$ cat config.mk
export PLATFORM = sky130hd
export DESIGN_NAME = hvac_zone_ctrl
export DESIGN_NICKNAME = d
export VERILOG_FILES = /design/src/rtl/hvac_zone_ctrl.sv
export SDC_FILE = /design/constraint.sdc
export NUM_CORES = 1
export LEC_CHECK = 0
export CAP_MARGIN = 25
export CELL_PAD_IN_SITES_DETAIL_PLACEMENT = 1
export CELL_PAD_IN_SITES_GLOBAL_PLACEMENT = 1
export CORE_MARGIN = 1.5
export CORE_UTILIZATION = 35
export CTS_CLUSTER_DIAMETER = 120
export DETAILED_ROUTE_END_ITERATION = 12
export GPL_TIMING_DRIVEN = 0
export PLACE_DENSITY_LB_ADDON = 0.1
export SYNTH_ARGS = -nofsm -noshare
export SYNTH_HDL_FRONTEND = slang
export SYNTH_SLANG_ARGS = --single-unit
$ cat constraint.sdc
create_clock -name clk -period 5 [get_ports clk]
set_input_delay 1 -clock clk [delete_from_list [all_inputs] [get_ports clk]]
set_output_delay 1 -clock clk [all_outputs]
set_load 0.01 [all_outputs]
$ cat src/rtl/hvac_zone_ctrl.sv
// hvac_zone_ctrl: per-zone heat/cool hysteresis FSM with min-run/min-off timing and sticky range alarm
module hvac_zone_ctrl #(
  parameter int N_ZONES = 4,
  parameter int TEMP_W  = 12,
  parameter int HYST    = 8,
  parameter int MIN_RUN = 64,
  parameter int MIN_OFF = 32,
  parameter int T_MIN   = -640,
  parameter int T_MAX   = 1600
) (
  input  logic                        clk,
  input  logic                        reset,
  input  logic [N_ZONES*TEMP_W-1:0]   setpoint,
  input  logic [N_ZONES*TEMP_W-1:0]   temp,
  input  logic [N_ZONES-1:0]          sample_valid,
  input  logic [1:0]                  mode,
  input  logic [N_ZONES-1:0]          alarm_clr,
  output logic [N_ZONES-1:0]          heat,
  output logic [N_ZONES-1:0]          cool,
  output logic [N_ZONES-1:0]          idle,
  output logic [N_ZONES-1:0]          lockout,
  output logic [N_ZONES-1:0]          alarm
);
  localparam int MAXC = MIN_RUN > MIN_OFF ? MIN_RUN : MIN_OFF;
  localparam int CW = $clog2(MAXC + 1);
  localparam logic [CW-1:0] RUN_END = CW'(MIN_RUN);
  localparam logic [CW-1:0] OFF_END = CW'(MIN_OFF - 1);
  localparam logic signed [TEMP_W:0] HP = (TEMP_W+1)'(HYST);
  localparam logic signed [TEMP_W:0] HN = -HP;
  localparam logic signed [TEMP_W:0] LO = (TEMP_W+1)'(T_MIN);
  localparam logic signed [TEMP_W:0] HI = (TEMP_W+1)'(T_MAX);
  typedef enum logic [1:0] {IDLE, HEAT, COOL, OFFDLY} state_t;
  for (genvar z = 0; z < N_ZONES; z++) begin : g_zone
    state_t st, st_n;
    logic [CW-1:0] cnt, cnt_n;
    logic signed [TEMP_W:0] t, s, err;
    logic v, run_done, al;
    // one extra bit keeps temp - setpoint exact for any input pair
    assign t = {temp[z*TEMP_W+TEMP_W-1], temp[z*TEMP_W +: TEMP_W]};
    assign s = {setpoint[z*TEMP_W+TEMP_W-1], setpoint[z*TEMP_W +: TEMP_W]};
    assign err = t - s;
    assign v = sample_valid[z];
    assign run_done = cnt == RUN_END;
    always_comb begin
      st_n = st;
      case (st)
        IDLE:    st_n = (v && err <= HN && mode[0]) ? HEAT : (v && err >= HP && mode[1]) ? COOL : IDLE;
        HEAT:    st_n = (run_done && ((v && !err[TEMP_W]) || !mode[0])) ? OFFDLY : HEAT;
        COOL:    st_n = (run_done && ((v && (err[TEMP_W] || err == '0)) || !mode[1])) ? OFFDLY : COOL;
        OFFDLY:  st_n = (cnt == OFF_END) ? IDLE : OFFDLY;
        default: st_n = IDLE;
      endcase
      // shared counter: run time in HEAT/COOL (saturating), off time in OFFDLY
      cnt_n = (st_n != st || st == IDLE) ? '0 : (run_done && st != OFFDLY) ? cnt : cnt + CW'(1);
    end
    always_ff @(posedge clk) begin
      if (reset) begin
        st  <= IDLE;
        cnt <= '0;
        al  <= 1'b0;
      end else begin
        st  <= st_n;
        cnt <= cnt_n;
        al  <= (v && (t < LO || t > HI)) || (al && !alarm_clr[z]);
      end
    end
    assign heat[z]    = st == HEAT;
    assign cool[z]    = st == COOL;
    assign idle[z]    = st == IDLE;
    assign lockout[z] = st == OFFDLY;
    assign alarm[z]   = al;
  end
endmodule

==> results of run 1 <==
[metal layers]
layer,part of all wire,up-vias
li1,-,2879
met1,0.47,2696
met2,0.49,93
met3,0.035,13
met4,0.0096,0
met5,0,-
[worst max-delay path: stages]
cell and delay [ps]:
clkdlybuf4s50_1 480, inv_1 50, ha_1 210, fa_1 410
nor2b_1 160, o31a_1 230, a21oi_1 90, or4_1 520
or4_1 430, nor4_1 420, a2111o_1 290, nor2_1 80
[power by group through the flow]
stage	Combinational, mW	Clock (mW)	Sequential, mW
after floorplan	0.410	0	0.360
final	0.652	0.330	0.360
after detailed placement	0.652	0	0.366
after global placement	0.633	0	0.365
after global routing	0.730	0.356	0.363
after CTS	0.657	0.341	0.360
[worst max-delay path by stage]
stage | start | to | slack, ps | depth (start not counted)
4_1_cts | temp[24] | g_zone[2].cnt[4] | 780 | 12
2_1_floorplan | setpoint[26] | g_zone[2].cnt[0] | 1350 | 10
5_1_grt | temp[24] | g_zone[2].cnt[4] | 540 | 12
3_5_place_dp | temp[24] | g_zone[2].cnt[4] | 490 | 12
3_3_place_gp | temp[24] | g_zone[2].cnt[0] | 560 | 12
6_report | temp[24] | g_zone[2].cnt[4] | 800 | 12
[per-stage QoR]
step / cells / util / instance area, um2
floorplan: 721 / - / 5260
global placement: 1029 / 0.461 / 6730
detailed placement: 1029 / 0.461 / 6730
CTS: 1037 / 0.472 / 6880
global route: 1037 / 0.472 / 6880
finish: 1037 / 0.472 / 6880
[state kept, by name, indices dropped and copies added (netlist names)]
name and cells:
g_zone.cnt 28, g_zone.al 4, g_zone.st 8
[cell type report]
type	instances	area share
Multi-Input combinational cell	580	0.589
Tap cell	184	0.0334
Clock inverter	1	0.00109
Timing Repair Buffer	124	0.180
Buffer	20	0.0145
Sequential cell	40	0.116
Inverter	81	0.0442
Clock buffer	7	0.0207
[cell families (layout without fill, tap and decap cells)]
| group | count (synthesis) | after routing | synth area share |
|---|---|---|---|
| simple gates | 282 | 282 | 0.285 |
| compound gates | 181 | 181 | 0.242 |
| buf+inv | 101 | 233 | 0.0768 |
| fa+ha+maj | 59 | 59 | 0.145 |
| xor+xnor | 51 | 51 | 0.0849 |
| flops | 40 | 40 | 0.152 |
| mux | 7 | 7 | 0.0145 |
[cell usage in the layout (no fill, tap or decap), types with 11 or more instances in the layout]
cell / instances
clkdlybuf4s50_1: 124
inv_1: 81
ha_1: 56
nor2_1: 54
nand2_1: 47
dfxtp_1: 40
a21oi_1: 39
o21ai_0: 32
xor2_1: 27
nand3_1: 27
nor3_1: 26
xnor2_1: 24
nand2b_1: 21
and3_1: 20
nor2b_1: 18
nor4_1: 18
clkbuf_1: 14
a21o_1: 12
o21a_1: 11
==> flow_summary.toml, run 1 <==
[pwr]
p_comb_frac = 0.486
power_frac_seq = 0.268
power.total_mw = 1.34
cellInternalPower_mw = 0.851
p_sw_frac = 0.366
power.density_mw_per_mm2 = 195
vdd_drop_max_v = 0.000130
p_leak_nw = 2.85
switchingPower_mw = 0.491
p_clk_frac = 0.246

[layout]
layout.nets = 1019
area_delta_synth_final_pct = 30.8
area.sequential_um2 = 801
antennaDiodeCount = 0
drive_gt1_frac = 0.0399
fillers = 1827
multi_input_area_mm2 = 0.00406

[flow_run]
cap_violations = 0

[synth]
synth-edff-count = 0
syn_area_mm2 = 0.00526
ys_ff_latch = 40
yosysWarnings = 0
postSynthAreaPerCell_um2 = 7.30
synth_most_common_cell = "inv_1"
synthTopCellsByCount = "81 x inv_1, 56 x ha_1, 54 x nor2_1, 47 x nand2_1, 40 x dfxtp_1"
async_reset_ff_frac = 0
synth_largest_area_cell = "dfxtp_1"
synth_top_area_frac = 0.152
synthDistinctLibCells = 73
synth-seq-area-share = 0.152
syn_inst = 721
ys_top_cells_by_area = "dfxtp_1 15%, ha_1 13%, inv_1 5.8%"
syn_nets = 888
synth_top_flop_cell = "dfxtp_1"

[global_routing]
use_met1 = 0.253
grt_max_degree = 13
grt_overflow = 0
grtUsageMet3 = 0.0291
antenna_found_initial = 0
grt_usage = 0.202
use_met2 = 0.369
grt_pass1_wl_mm = 27.4
top_usage_layer = "met2"
first_global_vias = 6039

[die]
die_width_um = 126
initial_utilization = 0.361
core_mm2 = 0.0146
die_h_um = 126
num_rows = 44
pin_count = 128
die_area_mm2 = 0.0158

[clocking]
clockRootBuffer = "clkbuf_16"
cts_buffers = 5
cts_buffer_depth = 2
post_cts.repair.setup_buffers = 0
cts_tree = "yes"
cts.htree.levels = 2
cts.clk_slew.worst_paths_ps = 60
insertion_delay_ps = 290
ctsResizeCount = 0
hold_buffers = 0
cts_num_sinks = 40

[critical_path]
r2r_slack_ps = 2500
crit_path_end_kind = "flop"
path_class = "in2reg"
startpoint_type = "input pin"
cp_data_required_time_ps = 5170
r2r_start = "g_zone[0].cnt[2]"
cp.arrival_ps = 4370
cp_max_fo = 7
r2r_end = "g_zone[0].cnt[3]"
r2r_cells = 8

[placement]
place_hpwl_mm = 13.1
port_buffers = 124
post-place-ws_ps = 491
gp_congestion = 0.830

[route]
ant_nets = 0
drt_iter0_drc = 176
drc = 0
num_vias = 5681
viasPerCell = 5.48
wl_per_cell_um = 15.3
firstDrtPassIters = 4
totalWireLength_mm = 15.9

[timing]
worst_slew_pin_slew_ps = 889
max_freq_ghz = 0.238
tns_ps = 0
whs_ps = 473
clock_skew_ps = 9.19
max-slew-margin-rel = 0.403
post-route-period-util = 0.841
finalHoldViolCount = 0
rsz0062_at_grt = "false"
period_minus_slack_ps = 4200
setup_viol = 0
report.final.slew_viol_count = 0
finalWorstSetupSlack_ps = 797

[min_path]
worst_hold_path.endpoint = "g_zone[3].al"
min_from = "g_zone[3].al"
hp-class = "reg2reg"
holdPathStages = 2

[status]
outcome = "finished clean"
Power figures use the tool's default switching activity.
==> run 2, diff against run 1 <==
clock period = 3.9 ns   (was 5 ns; I/O delays follow)
==> run 2 against run 1 <==
Compared with the run above: clock power up 28%; highest routed layer unchanged; final area up 1.3%; combinational power up 32%; critical endpoint is now g_zone[3].st[0]; via count up 0.30%; clock skew about the same; sequential power up 28%; routed wire length up 0.74%; worst hold slack about the same; core utilization up 0.63 points; register-to-register slack worse by 1000 ps; critical path type unchanged; non-clock buffer count up 1.
==> flow_summary.toml, run 2 (synthesized netlist as in run 1, its figures left out) <==
[route]
drt_iter0_drc = 188
viasPerCell = 5.49
num_vias = 5698
ant_nets = 0
drc = 0
wl_per_cell_um = 15.4
firstDrtPassIters = 4
totalWireLength_mm = 16.0

[placement]
post-place-ws_ps = -389
port_buffers = 124
place_area_mm2 = 0.00673
place_hpwl_mm = 13.1
gp_congestion = 0.830

[timing]
clock_skew_ps = 8.94
tns_ps = 0
post-route-period-util = 0.960
setup_viol = 0
worst_slew_pin_slew_ps = 555
report.final.slew_viol_count = 0
period_minus_slack_ps = 3740
finalWorstSetupSlack_ps = 156
finalHoldViolCount = 0
max_freq_ghz = 0.267
max-slew-margin-rel = 0.627

[die]
initial_utilization = 0.361
pin_count = 128
die_area_mm2 = 0.0158
die_width_um = 126
num_rows = 44
core_mm2 = 0.0146
die_h_um = 126

[clocking]
cts_buffer_depth = 2
cts_tree = "yes"
cts.htree.levels = 2
cts_buffers = 5
cts_num_sinks = 40
clockRootBuffer = "clkbuf_16"
cts.clk_slew.worst_paths_ps = 60
insertion_delay_ps = 290

[min_path]
holdPathStages = 2
worst_hold_path.endpoint = "g_zone[3].al"
hp-class = "reg2reg"
min_from = "g_zone[3].al"

[global_routing]
grt_overflow = 0
grt_usage = 0.203
first_global_vias = 6034
antenna_found_initial = 0
grt_pass1_wl_mm = 27.5
grt_max_degree = 13

[pwr]
power.total_mw = 1.74
p_clk_frac = 0.242
power_frac_seq = 0.265
switchingPower_mw = 0.640
p_leak_nw = 2.88
power.density_mw_per_mm2 = 250
p_comb_frac = 0.493
cellInternalPower_mw = 1.10
vdd_drop_max_v = 0.000167
p_sw_frac = 0.367

[critical_path]
r2r_start = "g_zone[0].cnt[2]"
crit_path_end_kind = "flop"
cp_data_required_time_ps = 4130
startpoint_type = "input pin"
r2r_cells = 8
r2r_end = "g_zone[0].cnt[3]"
cp_cell_sequence = "clkdlybuf4s50_1, inv_1, ha_1, fa_1, nand2b_4, nand2b_1, a21o_1, a31oi_1, or4_1, or4_4, o311ai_1, and3_1"
path_class = "in2reg"
cp.arrival_ps = 3970
critical-path-max-stage-delay_ps = 570
crit_slowest_cell = "or4_4"
cp_max_fo = 3
r2r_slack_ps = 1460

[status]
outcome = "finished clean"

[layout]
antennaDiodeCount = 0
final_common_cell = "clkdlybuf4s50_1"
layout_common_cells = "124 x clkdlybuf4s50_1, 81 x inv_1, 56 x ha_1"
area_delta_synth_final_pct = 32.6
layout.nets = 1020
regMostFlops = "g_zone.cnt"
drive_gt1_frac = 0.0527
fillers = 1818
largest_register_ffs = 28
reg.largest.list = "g_zone.cnt (28), g_zone.st (8), g_zone.al (4)"
finalInstanceArea_mm2 = 0.00697

[flow_run]
cap_violations = 0
run 2: cell types whose count changed in the layout (fill, tap and decap cells not counted), sizes merged:
| cell | delta |
|---|---|
| buf | +2 |
| clkbuf | -1 |
run 2: what timing repair did:
item | in CTS | in global routing
pin swaps | 2 | 7
endpoints found under the setup margin | 16 | 31
cloned | 0 | 0
hold buffers | 0 | 0
endpoints found under the hold margin | 0 | 0
gates resized for setup | 3 | 11
setup buffers | 0 | 2
run 2: how the worst max path moves through the flow:
stage	start	endpoint	slack, ps	depth (start not counted)
2_1_floorplan	setpoint[26]	g_zone[2].cnt[0]	470	10
3_3_place_gp	temp[24]	g_zone[2].cnt[0]	-320	12
3_5_place_dp	temp[24]	g_zone[2].cnt[4]	-390	12
4_1_cts	setpoint[4]	g_zone[0].cnt[4]	20	11
5_1_grt	setpoint[26]	g_zone[2].cnt[4]	-10	11
6_report	temp[36]	g_zone[3].st[0]	160	12
run 2: worst max-delay path: cells and delay by family:
kind | cells | cell delay [ps]
AO/OA/AOI/OAI | 3 | 530
buffers and inverters | 2 | 520
AND/OR/NAND/NOR | 5 | 1540
adder cells (fa/ha/maj) | 2 | 600
run 2: layout make-up:
cell class                 count  area (um2)  area share
clock buffer                   7         143      0.0205
sequential                    40         801       0.115
tap                          184         230      0.0330
clock inverter                 1        7.51     0.00108
timing repair buffer         126        1260       0.180
multi-input combinational    580        4140       0.593
buffer                        19        96.3      0.0138
inverter                      81         304      0.0436
run 2: power by group through the flow:
stage	combinational, mW	sequential, mW	clock, mW
floorplan	0.525	0.462	0
global placement	0.812	0.468	0
detailed placement	0.836	0.470	0
CTS	0.847	0.461	0.437
global route	0.960	0.466	0.456
finish	0.858	0.462	0.422
run 2: layer usage:
metal,vias to the layer above,share of wire,global-route usage
li1,2883,-,-
met1,2716,0.46,0.254
met2,86,0.49,0.370
met3,13,0.034,0.0291
met4,0,0.0096,0.0361
met5,-,0,0
run 2: stage by stage:
| step | hold WS [ps] | instances | util |
|---|---|---|---|
| 2_1_floorplan | 450 | 721 | - |
| 3_3_place_gp | 465 | 1029 | 0.461 |
| 3_5_place_dp | 468 | 1029 | 0.461 |
| 4_1_cts | 477 | 1037 | 0.473 |
| 5_1_grt | 497 | 1038 | 0.478 |
| 6_report | 473 | 1038 | 0.478 |
==> RTL change (settings of run 1) <==
Register the output `alarm` once more, without a reset; this adds one clock of latency there. The other outputs are not delayed to match.
--- a/src/rtl/hvac_zone_ctrl.sv
+++ b/src/rtl/hvac_zone_ctrl.sv
@@ -31,4 +31,6 @@
   localparam logic signed [TEMP_W:0] HI = (TEMP_W+1)'(T_MAX);
   typedef enum logic [1:0] {IDLE, HEAT, COOL, OFFDLY} state_t;
+
+  logic [N_ZONES-1:0] alarm_d;
   for (genvar z = 0; z < N_ZONES; z++) begin : g_zone
     state_t st, st_n;
@@ -69,6 +71,10 @@
     assign idle[z]    = st == IDLE;
     assign lockout[z] = st == OFFDLY;
-    assign alarm[z]   = al;
+    assign alarm_d[z]   = al;
   end
+  always_ff @(posedge clk) begin
+    alarm <= alarm_d;
+  end
+
 endmodule
 
Formal check against the unedited RTL: not equivalent (a bounded check fails within 4 cycles, from zero or initial values and one cycle with reset high).
==> RTL change against run 1 <==
- design area increased by 2.4%
- fmax decreased by 3.4%
- total power increased by 8.7%
- sequential cell count up 4
- area after synthesis increased by 2.4%
- setup slack worse by 150 ps
- largest power group unchanged
- sequential share of layout area up 0.86 points
- critical endpoint is now g_zone[2].cnt[3]
- routed wire length up 1.5%
- highest routed layer unchanged
==> RTL change: results <==
[setup_path]
critical_path.slowest_cell = "a31oi_1"
crit_family = "compound AO/OA/AOI/OAI gates"
r2r-start = "g_zone[0].cnt[0]"
critPathArrivalTime_ps = 4500

[cells_and_area]
layout-drive-gt1-share_pct = 3.030
top_regs = "g_zone.cnt x28, g_zone.st x8"
nNetsFinal = 1024

[routing]
finalWirelength_mm = 16.11
via_per_inst = 5.524
drtIter0Drc = 164
vias = 5778

[placement]
portBuffers = 126
dp_slack_ps = 300.5
place_congestion = 0.8605

[global_route]
grt_pass1_wl_mm = 26.84
grt_max_degree = 14
grt_pass1_vias = 5895

[timing]
clock_skew_ps = 3.730
slew_headroom_pct = 53.61

[synthesis]
synth_nets = 891
synth-compound-area-share_pct = 26.00
synthMuxAreaShare_pct = 1.555
synth-adder-area-share_pct = 14.11
synth_xor_area_share_pct = 7.799
ys_seq_area_share_pct = 16.34

[run_status]
status = "finished clean"

[power_and_ir_drop]
peakVddDrop_mv = 0.1322
power_leakage_nw = 2.886
==> RTL change: worst paths after layout <==
kind                      endpoint  slack (ps)
setup reg to reg  g_zone[0].cnt[0]        2320
hold / removal            alarm[3]         350
setup / recovery  g_zone[2].cnt[3]         650
hold reg to reg           alarm[3]         350
==> RTL change: power breakdown <==
| part | total, mW | switching, mW | internal, mW |
|---|---|---|---|
| logic | 0.680 | 0.358 | 0.322 |
| clock network | 0.378 | 0.143 | 0.235 |
| registers | 0.401 | 0.0272 | 0.374 |
| total | 1.46 | 0.528 | 0.931 |
==> RTL change: area by class of cell <==
cell class	count	area share (%)
plain buffers	15	0.8341
clock buffers	6	1.828
clock inverters	2	0.4969
inverters	79	4.206
multi-input cells	586	58.92
flip-flops and latches	44	12.49
well taps	188	3.336
repair buffers	126	17.89
==> RTL change: layer usage <==
layer  GRT usage [%]  vias to the layer above  share of wire, %
li1                -                     2931                 -
met2           37.92                       85                50
met4           4.278                        0               1.1
met1           23.46                     2749                46
met3           2.387                       13               3.2
met5               0                        -                 0
